File: src/rtl/shift_seq_pkg.sv
// Shared types and default geometry for the multi-cycle shift sequencer.
// The optional rotate feature is selected by the SHIFT_ROTATE_EN macro.
package shift_seq_pkg;

  localparam int DEF_WIDTH = 16;
  localparam int DEF_AMT_W = 4;

  typedef enum logic [1:0] {
    ST_IDLE  = 2'b00,
    ST_SHIFT = 2'b01,
    ST_DONE  = 2'b10
  } state_t;

  // Reduction used for the zero flag; kept here so every consumer decodes it identically.
  function automatic logic all_zero(input logic [DEF_WIDTH-1:0] value);
    return ~|value;
  endfunction

endpackage

File: src/rtl/shift_sequencer_left_shift.sv
// Single-position left-shift datapath stage: moves every bit up by one,
// fills bit 0 with zero and exposes the bit that falls off the top.
module left_shift #(
  parameter int WIDTH = 16
) (
  input  logic [WIDTH-1:0] din,
  output logic [WIDTH-1:0] dout,
  output logic             msb
);

  assign dout = {din[WIDTH-2:0], 1'b0};
  assign msb  = din[WIDTH-1];

endmodule

File: src/rtl/shift_sequencer.sv
// Sequences the left_shift stage to perform 0..WIDTH-1 position shifts, one per clock.
// Define SHIFT_ROTATE_EN to compile in rotate-left support selected by req_rotate.
module shift_sequencer
  import shift_seq_pkg::*;
#(
  parameter int WIDTH = DEF_WIDTH,
  parameter int AMT_W = DEF_AMT_W
) (
  input  logic             clk,
  input  logic             rst_n,
  input  logic             req_valid,
  output logic             req_ready,
  input  logic [WIDTH-1:0] req_data,
  input  logic [AMT_W-1:0] req_amt,
  input  logic             req_rotate,
  output logic             resp_valid,
  input  logic             resp_ready,
  output logic [WIDTH-1:0] resp_data,
  output logic             resp_carry,
  output logic             resp_zero,
  output logic             busy
);

  state_t           state_r;
  state_t           state_nxt_s;
  logic [WIDTH-1:0] acc_r;
  logic [WIDTH-1:0] shifted_s;
  logic [WIDTH-1:0] step_s;
  logic [AMT_W-1:0] cnt_r;
  logic             carry_r;
  logic             msb_s;
  logic             load_s;
  logic             shift_en_s;

  left_shift #(
    .WIDTH(WIDTH)
  ) u_left_shift (
    .din (acc_r),
    .dout(shifted_s),
    .msb (msb_s)
  );

`ifdef SHIFT_ROTATE_EN
  logic mode_r;

  // Rotate mode latched at accept; wraps the outgoing msb into bit 0.
  always_ff @(posedge clk or negedge rst_n) begin
    if (!rst_n) begin
      mode_r <= 1'b0;
    end else if (load_s) begin
      mode_r <= req_rotate;
    end else begin
      mode_r <= mode_r;
    end
  end

  assign step_s = {shifted_s[WIDTH-1:1], shifted_s[0] | (mode_r & msb_s)};
`else
  logic unused_rotate_s;

  assign unused_rotate_s = req_rotate;
  assign step_s          = shifted_s;
`endif

  // State register.
  always_ff @(posedge clk or negedge rst_n) begin
    if (!rst_n) begin
      state_r <= ST_IDLE;
    end else begin
      state_r <= state_nxt_s;
    end
  end

  // Next-state decode; amt=0 bypasses SHIFT so the counter never has to wrap.
  always_comb begin
    state_nxt_s = state_r;
    load_s      = 1'b0;
    shift_en_s  = 1'b0;
    case (state_r)
      ST_IDLE: begin
        if (req_valid) begin
          load_s      = 1'b1;
          state_nxt_s = (req_amt == {AMT_W{1'b0}}) ? ST_DONE : ST_SHIFT;
        end else begin
          state_nxt_s = ST_IDLE;
        end
      end
      ST_SHIFT: begin
        shift_en_s = 1'b1;
        if (cnt_r == {{(AMT_W-1){1'b0}}, 1'b1}) begin
          state_nxt_s = ST_DONE;
        end else begin
          state_nxt_s = ST_SHIFT;
        end
      end
      ST_DONE: begin
        if (resp_ready) begin
          state_nxt_s = ST_IDLE;
        end else begin
          state_nxt_s = ST_DONE;
        end
      end
      default: begin
        state_nxt_s = ST_IDLE;
      end
    endcase
  end

  // Accumulator, remaining-count and carry registers; held untouched in DONE.
  always_ff @(posedge clk or negedge rst_n) begin
    if (!rst_n) begin
      acc_r   <= {WIDTH{1'b0}};
      cnt_r   <= {AMT_W{1'b0}};
      carry_r <= 1'b0;
    end else if (load_s) begin
      acc_r   <= req_data;
      cnt_r   <= req_amt;
      carry_r <= 1'b0;
    end else if (shift_en_s) begin
      acc_r   <= step_s;
      cnt_r   <= cnt_r - {{(AMT_W-1){1'b0}}, 1'b1};
      carry_r <= msb_s;
    end else begin
      acc_r   <= acc_r;
      cnt_r   <= cnt_r;
      carry_r <= carry_r;
    end
  end

  assign req_ready  = (state_r == ST_IDLE);
  assign resp_valid = (state_r == ST_DONE);
  assign busy       = (state_r == ST_SHIFT) || (state_r == ST_DONE);
  assign resp_data  = acc_r;
  assign resp_carry = carry_r;
  assign resp_zero  = ~|acc_r;

endmodule

File: config.mk
export PLATFORM = sky130hd
export DESIGN_NAME = shift_sequencer
export DESIGN_NICKNAME = d
export VERILOG_FILES = /design/src/rtl/shift_seq_pkg.sv /design/src/rtl/shift_sequencer_left_shift.sv /design/src/rtl/shift_sequencer.sv
export SDC_FILE = /design/constraint.sdc
export NUM_CORES = 1
export LEC_CHECK = 0
export CORE_ASPECT_RATIO = 0.9
export CORE_UTILIZATION = 51
export CTS_BUF_LIST = sky130_fd_sc_hd__clkbuf_4
export DETAILED_ROUTE_END_ITERATION = 8
export PLACE_DENSITY_LB_ADDON = 0.2
export REMOVE_ABC_BUFFERS = 1
export SKIP_CTS_REPAIR_TIMING = 1
export SLEW_MARGIN = 20
export SYNTH_ARGS = -nofsm -noshare
export SYNTH_HDL_FRONTEND = slang
export SYNTH_HIERARCHICAL = 1
export SYNTH_SLANG_ARGS = --single-unit
export TNS_END_PERCENT = 5
File: constraint.sdc
create_clock -name clk -period 2.8 [get_ports clk]
set_input_delay 0.7 -clock clk [delete_from_list [all_inputs] [get_ports clk]]
set_output_delay 0.7 -clock clk [all_outputs]
set_load 0.01 [all_outputs]
==> impl_metrics.yaml <==
run_status:
  status: "finished clean"
hold_path:
  worstHoldPathCells: 2
  worstHoldStart: "resp_carry"
  worstHoldEndpoint: "resp_carry"
  hp-class: "reg2reg"
grt:
  grt_first_pass_wirelength_um: 4490
  grt.busiest_layer: "met2"
  grt-ovfl-total: 0
  grtUsageTotal_pct: 20.1
  grt.met3_usage_pct: 3.04
  grt_pass1_vias: 1037
  use_met2_pct: 34.5
  use_met1_pct: 26.7
  antenna_found_initial: 0
  grt_max_degree: 24
cells_and_area:
  num_antenna_cells: 0
  fin_cells: 192
  multi_input_area_sq_um: 588
  nets: 196
  nFillCells: 210
  seq_area_sq_um: 576
  area_growth_pct: 24.9
  drive_above_1_share_pct: 7.32
worst_setup_path:
  path_buf_inv: 1
  critPathMaxFanout: 4
  setup.worst_path.class: "reg2out"
  rrSetupSlack_ns: 1.10
  critPathArrivalTime_ns: 1.88
  critPathTopFamily: "simple AND/OR/NAND/NOR gates"
  timing.rr.start: "state_r[1]"
  rr_worst_depth: 6
  reg2reg_to: "cnt_r[3]"
  critical_path.cell_chain: "nor4_1, and4_1, clkdlybuf4s50_1"
  start_kind: "flop"
  crit_slowest_cell: "clkdlybuf4s50_1"
  end_kind: "primary output"
  max_stage_delay_ns: 0.54
  cp.required_ns: 2.10
route:
  dr.pass1.iters: 4
  antenna_left: 0
  viasPerCell: 5.15
  drtIter0Drc: 29
  routedWlPerCell_um: 13.3
  wl_um: 2560
  vias: 989
  route.detailed.drc: 0
yosys:
  netlist_instances: 137
  synth_seq_cells: 23
  synthTopCellsByCount: "dfrtp_1, nand2_1, o21ai_0"
  yosysWarnings: 6
  yosysTopAreaCell: "dfrtp_1"
  syn_area_per_cell_sq_um: 10.0
  ys_types: 25
  ys_seq_area_share_pct: 42.0
  ys_top_cells_by_area: "dfrtp_1, mux2i_1, buf_4"
  synth_ff_type: "dfrtp_1"
  synth_area_sq_um: 1370
  synth_edf_count: 0
  synth_top_area_share_pct: 42.0
  yosysMostFrequentCell: "dfrtp_1"
  ys_async_sr_fraction_pct: 100
clock_network:
  clkLatencyLatePin_ns: 0.30
  cts_buffers: 3
  cts_tree: "yes"
  max-clock-path-buffers: 2
  h-tree-depth: 1
  root_buffer: "clkbuf_4"
  clk_pin_slew_ns: 0.12
  clock_sinks: 23
die:
  die_h_um: 51.2
  fp.dieW_um: 56.6
  dieArea_sq_um: 2900
  core_sq_um: 2490
  start_util_pct: 55.1
  ios: 46
  num_rows: 17
timing:
  finClkSkew_ns: 0.00188
  timing.final.crit_share_pct: 92.1
  max_freq_mhz: 388
  post-route-min-period_ns: 2.58
  slew_violations: 0
  whs_ns: 0.559
  setup_tns_ns: 0
  setup_viol: 0
  rsz0062_at_grt: "no"
  finalHoldViolCount: 0
pwr:
  power_per_cell_area_nw_per_um2: 1080
  p_int_mw: 1.13
  ir_drop_mv: 0.823
  pwr-share-seq_pct: 36.5
  p_sw_uw: 725
  p_leak_nw: 0.759
  p_clk_share_pct: 8.0
  swShare_pct: 39.1
  combPwrFrac_pct: 55.4
placed_design:
  port_buffers: 44
  gp_congestion: 0.709
  place_inst: 188
  dp_hpwl_um: 1930
job:
  maxCapViolCount: 0
==> state kept, by name, summed over array words and instances, names as in the netlist <==
signal / count
resp_data: 16
cnt_r: 4
resp_carry: 1
state_r: 2
==> metal layers <==
metal | routed length [um] | up-vias
met3 | 91 | 2
met4 | 11 | 0
met1 | 1180 | 467
li1 | - | 495
met5 | 0 | -
met2 | 1280 | 25
==> worst max-delay path by stage <==
stage	from	to	depth (start not counted)
6_report	resp_data[10]	resp_zero	3
4_1_cts	resp_data[10]	resp_zero	3
3_5_place_dp	resp_data[10]	resp_zero	3
2_1_floorplan	state_r[1]	cnt_r[3]	5
5_1_grt	resp_data[10]	resp_zero	3
3_3_place_gp	resp_data[10]	resp_zero	3
==> logic make-up after synthesis <==
family                     after synthesis  synth area share (%)
adders and majority gates                6                  5.48
muxes                                   19                  14.1
DFF                                     23                  42.0
buffers and inverters                   29                  15.1
and+or+nand+nor                         33                  12.4
AOI/OAI and AO/OA                       23                  8.77
xor gates and xnor gates                 3                  1.92
other                                    1                 0.274
==> area by class of cell <==
cell class                      count  share of cell area, %
Tap cell                           28                   2.05
Multi-Input combinational cell     85                   34.4
Timing Repair Buffer               48                   27.5
Sequential cell                    23                   33.6
Clock inverter                      1                  0.292
Inverter                            4                  0.877
Clock buffer                        3                   1.32
==> through the flow <==
step | cell area (sq um) | worst slack, ns | utilization [%] | power, mW
2_1_floorplan | 1180 | 0.782 | - | 1.26
3_3_place_gp | 1680 | 0.599 | 67.7 | 1.68
3_5_place_dp | 1680 | 0.601 | 67.7 | 1.72
4_1_cts | 1710 | 0.216 | 68.8 | 1.88
5_1_grt | 1710 | 0.169 | 68.8 | 2.01
6_report | 1710 | 0.221 | 68.8 | 1.85
==> cells in the final DEF, fill, tap and decap left out <==
cell	count
a21bo_2	1
a21oi_1	3
and2_1	1
and4_1	1
buf_4	4
clkbuf_4	3
clkdlybuf4s50_1	44
clkinv_2	1
conb_1	1
dfrtp_1	23
ha_1	6
inv_1	4
mux2_2	2
mux2i_1	17
nand2_1	20
nand2b_1	1
nand3_1	1
nor2_1	2
nor2b_1	1
nor4_1	5
nor4b_4	1
o21ai_0	19
xnor2_1	1
xor2_1	2
==> worst register-to-register path: cells and delay by family, from the launching register on <==
kind | cells | cell delay [ns]
buffers and inverters | 2 | 0.42
DFF | 1 | 0.42
and+or+nand+nor | 1 | 0.27
muxes | 1 | 0.27
adders and majority gates | 1 | 0.14
xor gates and xnor gates | 1 | 0.09
==> power by group through the flow <==
stage / logic, mW / registers [mW] / clock network [mW]
after floorplan: 0.553 / 0.703 / 0
after global placement: 1.01 / 0.674 / 0
after detailed placement: 1.03 / 0.683 / 0
after CTS: 1.04 / 0.678 / 0.159
after global routing: 1.14 / 0.699 / 0.167
final: 1.03 / 0.677 / 0.149
No activity file was read; power rests on OpenSTA's default activity.
